`src/rtl/ascon_data_absorb_if.sv`:
```
// rtl/ascon_data_absorb_if.sv - message/block handshake bundle for the Ascon data absorption stage
interface ascon_data_absorb_if;
    logic         start;
    logic         decrypt;
    logic [319:0] init_state;
    logic         din_valid;
    logic         din_ready;
    logic [127:0] din;
    logic         din_last;
    logic [3:0]   din_len;
    logic         dout_valid;
    logic [127:0] dout;
    logic         final_valid;
    logic [319:0] final_state;

    modport master (
        output start, decrypt, init_state, din_valid, din, din_last, din_len,
        input  din_ready, dout_valid, dout, final_valid, final_state
    );

    modport slave (
        input  start, decrypt, init_state, din_valid, din, din_last, din_len,
        output din_ready, dout_valid, dout, final_valid, final_state
    );
endinterface

```
`src/rtl/ascon_data_absorb.sv`:
```
// rtl/ascon_data_absorb.sv - Ascon-128a PT/CT absorption with iterated pb permutation
module ascon_data_absorb #(
    parameter int ROUNDS = 8
) (
    input logic                clk,
    input logic                rst,
    ascon_data_absorb_if.slave bus
);

    typedef enum logic [1:0] {IDLE, ABSORB, PERM, DONE} fsm_t;

    fsm_t         fsm_q, fsm_d;
    logic [319:0] state_q, state_d;
    logic [3:0]   rnd_q, rnd_d;
    logic         decrypt_q, decrypt_d;
    logic         din_ready_q, din_ready_d;
    logic         dout_valid_q, dout_valid_d;
    logic [127:0] dout_q, dout_d;
    logic         final_valid_q, final_valid_d;
    logic [319:0] final_state_q, final_state_d;

    logic         accept;
    logic [127:0] rate;
    logic [127:0] mask;
    logic [127:0] pad;
    logic [3:0]   pad_pos;
    logic [127:0] rate_new;
    logic [127:0] dout_new;
    logic [3:0]   r_idx;
    logic [7:0]   rc;

    function automatic logic [63:0] rotr(input logic [63:0] x, input int n);
        return (x >> n) | (x << (64 - n));
    endfunction

    // One Ascon round: constant addition, bitsliced S-box, linear diffusion.
    function automatic logic [319:0] ascon_round(input logic [319:0] s, input logic [7:0] c);
        logic [63:0] x0, x1, x2, x3, x4;
        logic [63:0] t0, t1, t2, t3, t4;
        x0 = s[319:256];
        x1 = s[255:192];
        x2 = s[191:128];
        x3 = s[127:64];
        x4 = s[63:0];
        x2 = x2 ^ {56'h0, c};
        x0 = x0 ^ x4;
        x4 = x4 ^ x3;
        x2 = x2 ^ x1;
        t0 = ~x0 & x1;
        t1 = ~x1 & x2;
        t2 = ~x2 & x3;
        t3 = ~x3 & x4;
        t4 = ~x4 & x0;
        x0 = x0 ^ t1;
        x1 = x1 ^ t2;
        x2 = x2 ^ t3;
        x3 = x3 ^ t4;
        x4 = x4 ^ t0;
        x1 = x1 ^ x0;
        x0 = x0 ^ x4;
        x3 = x3 ^ x2;
        x2 = ~x2;
        x0 = x0 ^ rotr(x0, 19) ^ rotr(x0, 28);
        x1 = x1 ^ rotr(x1, 61) ^ rotr(x1, 39);
        x2 = x2 ^ rotr(x2, 1)  ^ rotr(x2, 6);
        x3 = x3 ^ rotr(x3, 10) ^ rotr(x3, 17);
        x4 = x4 ^ rotr(x4, 7)  ^ rotr(x4, 41);
        return {x0, x1, x2, x3, x4};
    endfunction

    // Rate absorption datapath: byte mask and padding for a partial last block.
    always_comb begin
        accept   = (fsm_q == ABSORB) && din_ready_q && bus.din_valid;
        rate     = state_q[319:192];
        pad_pos  = 4'd15 - bus.din_len;
        mask     = {128{1'b1}};
        pad      = '0;
        if (bus.din_last) begin
            mask = ~({128{1'b1}} >> {bus.din_len, 3'b000});
            pad  = 128'h80 << {pad_pos, 3'b000};
        end
        if (decrypt_q) begin
            dout_new = (rate ^ bus.din) & mask;
            rate_new = ((bus.din & mask) | (rate & ~mask)) ^ pad;
        end else begin
            rate_new = rate ^ (bus.din & mask) ^ pad;
            dout_new = rate_new & mask;
        end
        r_idx = rnd_q + 4'(12 - ROUNDS);
        rc    = {4'hF - r_idx, r_idx};
    end

    // Control FSM and next-state for all registered outputs.
    always_comb begin
        fsm_d         = fsm_q;
        state_d       = state_q;
        rnd_d         = rnd_q;
        decrypt_d     = decrypt_q;
        din_ready_d   = 1'b0;
        dout_valid_d  = 1'b0;
        dout_d        = dout_q;
        final_valid_d = final_valid_q;
        final_state_d = final_state_q;
        case (fsm_q)
            IDLE, DONE: begin
                if (bus.start) begin
                    state_d       = bus.init_state;
                    decrypt_d     = bus.decrypt;
                    fsm_d         = ABSORB;
                    final_valid_d = 1'b0;
                    final_state_d = '0;
                end
            end
            ABSORB: begin
                if (accept) begin
                    state_d      = {rate_new, state_q[191:0]};
                    dout_d       = dout_new;
                    dout_valid_d = 1'b1;
                    if (bus.din_last) begin
                        fsm_d         = DONE;
                        final_valid_d = 1'b1;
                        final_state_d = {rate_new, state_q[191:0]};
                    end else begin
                        fsm_d = PERM;
                    end
                end else begin
                    din_ready_d = 1'b1;
                end
            end
            PERM: begin
                state_d = ascon_round(state_q, rc);
                if (rnd_q == 4'(ROUNDS - 1)) begin
                    rnd_d = 4'd0;
                    fsm_d = ABSORB;
                end else begin
                    rnd_d = rnd_q + 4'd1;
                end
            end
            default: fsm_d = IDLE;
        endcase
    end

    // State and output registers with asynchronous reset.
    always_ff @(posedge clk or posedge rst) begin
        if (rst) begin
            fsm_q         <= IDLE;
            state_q       <= '0;
            rnd_q         <= 4'd0;
            decrypt_q     <= 1'b0;
            din_ready_q   <= 1'b0;
            dout_valid_q  <= 1'b0;
            dout_q        <= '0;
            final_valid_q <= 1'b0;
            final_state_q <= '0;
        end else begin
            fsm_q         <= fsm_d;
            state_q       <= state_d;
            rnd_q         <= rnd_d;
            decrypt_q     <= decrypt_d;
            din_ready_q   <= din_ready_d;
            dout_valid_q  <= dout_valid_d;
            dout_q        <= dout_d;
            final_valid_q <= final_valid_d;
            final_state_q <= final_state_d;
        end
    end

    assign bus.din_ready   = din_ready_q;
    assign bus.dout_valid  = dout_valid_q;
    assign bus.dout        = dout_q;
    assign bus.final_valid = final_valid_q;
    assign bus.final_state = final_state_q;

endmodule

```
`src/flat_wrapper.sv`:
```
// flat-port wrapper written by rule: the top's interface ports become plain ports
module ascon_data_absorb_flat 
#(
    parameter int ROUNDS = 8
)
  (clk, rst, bus_start, bus_decrypt, bus_init_state, bus_din_valid, bus_din, bus_din_last, bus_din_len, bus_din_ready, bus_dout_valid, bus_dout, bus_final_valid, bus_final_state);
  ascon_data_absorb_if bus_i ();
  input logic clk;
  input logic rst;
  input wire logic [$bits(bus_i.start)-1:0] bus_start;
  input wire logic [$bits(bus_i.decrypt)-1:0] bus_decrypt;
  input wire logic [$bits(bus_i.init_state)-1:0] bus_init_state;
  input wire logic [$bits(bus_i.din_valid)-1:0] bus_din_valid;
  input wire logic [$bits(bus_i.din)-1:0] bus_din;
  input wire logic [$bits(bus_i.din_last)-1:0] bus_din_last;
  input wire logic [$bits(bus_i.din_len)-1:0] bus_din_len;
  output wire logic [$bits(bus_i.din_ready)-1:0] bus_din_ready;
  output wire logic [$bits(bus_i.dout_valid)-1:0] bus_dout_valid;
  output wire logic [$bits(bus_i.dout)-1:0] bus_dout;
  output wire logic [$bits(bus_i.final_valid)-1:0] bus_final_valid;
  output wire logic [$bits(bus_i.final_state)-1:0] bus_final_state;
  assign bus_i.start = bus_start;
  assign bus_i.decrypt = bus_decrypt;
  assign bus_i.init_state = bus_init_state;
  assign bus_i.din_valid = bus_din_valid;
  assign bus_i.din = bus_din;
  assign bus_i.din_last = bus_din_last;
  assign bus_i.din_len = bus_din_len;
  assign bus_din_ready = bus_i.din_ready;
  assign bus_dout_valid = bus_i.dout_valid;
  assign bus_dout = bus_i.dout;
  assign bus_final_valid = bus_i.final_valid;
  assign bus_final_state = bus_i.final_state;
  ascon_data_absorb #(.ROUNDS(ROUNDS)) u_core (.clk(clk), .rst(rst), .bus(bus_i));
endmodule
```
`config.mk`:
```
export PLATFORM = sky130hd
export DESIGN_NAME = ascon_data_absorb_flat
export DESIGN_NICKNAME = d
export VERILOG_FILES = /design/src/rtl/ascon_data_absorb_if.sv /design/src/rtl/ascon_data_absorb.sv /design/src/flat_wrapper.sv
export SDC_FILE = /design/constraint.sdc
export NUM_CORES = 2
export LEC_CHECK = 0
export BUFFER_PORTS_ARGS = -buffer_cell sky130_fd_sc_hd__buf_4
export CAP_MARGIN = 20
export CORE_MARGIN = 5
export CORE_UTILIZATION = 45
export DETAILED_ROUTE_END_ITERATION = 8
export GPL_TIMING_DRIVEN = 0
export PLACE_DENSITY = 0.66
export REMOVE_ABC_BUFFERS = 1
export SLEW_MARGIN = 20
export SYNTH_ARGS = -nofsm -noshare
export SYNTH_HDL_FRONTEND = slang
export SYNTH_SLANG_ARGS = --single-unit
```
`constraint.sdc`:
```
create_clock -name clk -period 37.1 [get_ports clk]
set_input_delay 1.855 -clock clk [delete_from_list [all_inputs] [get_ports clk]]
set_output_delay 1.855 -clock clk [all_outputs]
set_load 0.05 [all_outputs]
```
==> results.json <==
{
  "status": "finished, final reports clean",
  "dieArea_um2": 126000,
  "cp-startpoint": "u_core.fsm_q[1]",
  "async_flop_share": 1.00,
  "numCtsBuffers": 93,
  "worstPathCellList": "inv_1 -> ha_4 -> buf_16 -> nand3_4 -> and2_0 -> nor2_4 -> buf_12 -> nand2_4 -> buf_12 -> buf_12 -> a21oi_1 -> a21oi_1",
  "nets": 7166,
  "rr_startpoint": "u_core.fsm_q[1]",
  "post-dp-hpwl_um": 212000,
  "wl_um": 268000,
  "cpMostUsedCell": "buf_12",
  "dp.cells": 8081,
  "ys_seq_area_frac": 0.362,
  "final_layout_size_suffix_gt1_frac": 0.200,
  "num_vias": 50016,
  "slowest_delay_ns": 0.62,
  "skew_ns": 0.0356,
  "syn_area_um2": 53700,
  "gr-usage-all-layers": 0.410,
  "finalWorstSetupSlack_ns": 32.42,
  "die_w_um": 356,
  "ant_nets": 0,
  "first_pass_iters": 6,
  "core_area_um2": 118000,
  "clock.fmax_ghz": 0.214,
  "post_drt_wl_per_cell_um": 32.4,
  "clock_path_buffers": 3,
  "crit_fanout": 55,
  "slew_viol_final": 0,
  "ys_ff_latch": 778,
  "rrSetupSlack_ns": 32.42,
  "cts_resized": 0,
  "cts_setup_buffers": 0,
  "rows": 126,
  "clk_pin_slew_ns": 0.06,
  "maxSlewHeadroom": 0.0994,
  "tritoncts": "yes",
  "worstPathArrival_ns": 5.24,
  "endpoint": "u_core.state_q[201]",
  "rr_endpoint": "u_core.state_q[201]",
  "ys.warnings.count": 0,
  "viasPerCell": 6.03,
  "io_buffers": 908,
  "n_fill_cell": 10541,
  "r2r_cells": 12,
  "final_cells": 8297,
  "overflow": 0,
  "synth_cells": 5903,
  "period_share": 0.126,
  "startpoint_type": "register",
  "min_path_type": "register to register",
  "yosysUniqueCellTypes": 68,
  "hold_buffers": 0,
  "start_util": 0.454,
  "fin_tns_setup_ns": 0,
  "setup_viol": 0,
  "slowest_stage": "ha_4",
  "cp-end-kind": "register",
  "drc": 0,
  "cts-root-buf": "clkbuf_16",
  "finalHoldViolCount": 0,
  "rsz0062_at_grt": "false",
  "die_h_um": 356,
  "tightestPinTransition_ns": 1.34,
  "grt_pass1_wl_um": 368000,
  "gp_congestion": 0.963,
  "clk_latency_ns": 0.72,
  "synth_edf_count": 0,
  "fin_crit_ns": 4.68,
  "synth_flop_cell": "dfrtp_1",
  "antenna_found_initial": 55,
  "place_ws_ns": 31.90,
  "grt_pass1_vias": 47907,
  "max-cap-violations": 0,
  "crit_type": "register to register",
  "cts_sinks": 778,
  "avgSynthCellArea_um2": 9.10,
  "drtIter0Drc": 5949,
  "ios": 909,
  "area_growth_pct": 24.9,
  "htree_levels": 3,
  "cp.required_ns": 37.66,
  "grt_max_degree": 100
}
-- per-stage QoR --
stage | hold WS, ns | instance area [um^2] | util
floorplan | 0.525 | 52000 | -
global placement | 0.458 | 60800 | 0.513
detailed placement | 0.467 | 63600 | 0.537
CTS | 0.480 | 67000 | 0.566
global route | 0.502 | 67100 | 0.566
finish | 0.477 | 67100 | 0.567
-- Yosys cell counts, types with 6 or more instances --
cell / count / area (um^2)
o21ai_1: 18 / 90.1
nand3_1: 111 / 556
a22o_1: 10 / 87.6
mux2i_1: 61 / 611
or2_2: 7 / 43.8
nor2b_1: 13 / 81.3
dfrtp_1: 778 / 19500
xnor3_1: 235 / 5290
a21boi_1: 7 / 52.6
xor2_2: 23 / 374
a32oi_1: 7 / 61.3
o22ai_1: 11 / 68.8
inv_1: 138 / 518
or3_1: 6 / 37.5
o211ai_1: 15 / 113
o31a_1: 35 / 307
a31oi_1: 145 / 907
ha_1: 132 / 1650
and3_1: 64 / 400
buf_2: 110 / 551
nor2_1: 365 / 1370
a32o_1: 35 / 350
a21boi_0: 19 / 143
a22oi_1: 94 / 706
o31ai_1: 162 / 1220
xor2_1: 182 / 1590
xor3_1: 12 / 285
buf_1: 21 / 78.8
clkbuf_1: 294 / 1100
nand2b_1: 97 / 607
a21oi_1: 298 / 1490
nand2_1: 1117 / 4190
xnor2_1: 557 / 4880
mux2_2: 27 / 304
xnor2_2: 41 / 667
o21ai_0: 592 / 2960
-- area by class of cell --
| class | count | area (um^2) | share of cell area |
|---|---|---|---|
| Multi-Input combinational cell | 4554 | 32400 | 0.483 |
| Sequential cell | 778 | 19500 | 0.290 |
| Timing Repair Buffer | 1008 | 9230 | 0.138 |
| Antenna cell | 41 | 103 | 0.00153 |
| Clock inverter | 39 | 598 | 0.00891 |
| Tap cell | 1600 | 2000 | 0.0298 |
| Clock buffer | 136 | 2750 | 0.0410 |
| Inverter | 141 | 549 | 0.00819 |
-- how the worst min path moves through the flow --
stage	from	endpoint	slack, ns	cells after the start
floorplan	u_core.fsm_q[1]	u_core.fsm_q[1]	0.52	2
global placement	u_core.bus.dout[73]	u_core.bus.dout[73]	0.46	2
detailed placement	u_core.bus.dout[75]	u_core.bus.dout[75]	0.47	2
CTS	u_core.bus.dout[75]	u_core.bus.dout[75]	0.48	2
global route	u_core.bus.dout[50]	u_core.bus.dout[50]	0.50	2
finish	u_core.bus.dout[40]	u_core.bus.dout[40]	0.48	2
-- cells by family (layout without fill, tap and decap cells) --
logic type / after synthesis / count (layout) / share of synthesized area
simple gates: 1800 / 1800 / 0.138
compound gates: 1479 / 1479 / 0.164
xor+xnor: 1050 / 1050 / 0.244
flops: 778 / 778 / 0.362
buf+inv: 571 / 1324 / 0.0428
fa+ha+maj: 134 / 134 / 0.0311
mux: 91 / 91 / 0.0176
other cells: 0 / 41 / 0
-- placed cells by master (no fill, tap or decap), drive strengths merged, types with 13 or more instances in the layout --
master / netlist / routed
dfrtp: 778 / 778
clkbuf: 294 / 136
xnor2: 598 / 598
a22oi: 94 / 94
o21ai: 610 / 610
nor2b: 13 / 13
nand2b: 97 / 97
a21oi: 299 / 299
xnor3: 235 / 235
ha: 132 / 132
nor2: 365 / 365
and3: 64 / 64
buf: 136 / 1008
nand3: 111 / 111
o31a: 35 / 35
a21boi: 26 / 26
xor2: 205 / 205
mux2: 30 / 30
a32o: 35 / 35
a31oi: 145 / 145
diode: 0 / 41
inv: 140 / 142
clkinv: 1 / 21
o211ai: 15 / 15
mux2i: 61 / 61
o31ai: 162 / 162
nand2: 1117 / 1117
-- metal layers --
| metal | up-vias | global-route usage | part of all wire |
|---|---|---|---|
| li1 | 21549 | - | - |
| met1 | 24689 | 0.518 | 0.38 |
| met2 | 3095 | 0.628 | 0.44 |
| met3 | 669 | 0.110 | 0.11 |
| met4 | 14 | 0.258 | 0.075 |
| met5 | - | 0 | 0.00035 |
-- sequential cells by signal, summed over array words and instances (netlist names) --
name	flops
u_core.bus.final_state	320
u_core.state_q	320
u_core.bus.dout	128
u_core.rnd_q	4
u_core.fsm_q	2
u_core.bus.din_ready	1
u_core.bus.dout_valid	1
u_core.bus.final_valid	1
u_core.decrypt_q	1
-- worst max-delay path: cells and delay by family (launching register included) --
family                     cells  cell delay (ns)
and+or+nand+nor                4             1.51
buffers and inverters          5             1.16
AOI/OAI and AO/OA              2             0.65
adders and majority gates      1             0.62
DFF                            1             0.42
Power is left out: the tool's default activity adds up to more than one toggle a clock period on the data nets, which glitch-free logic cannot reach.
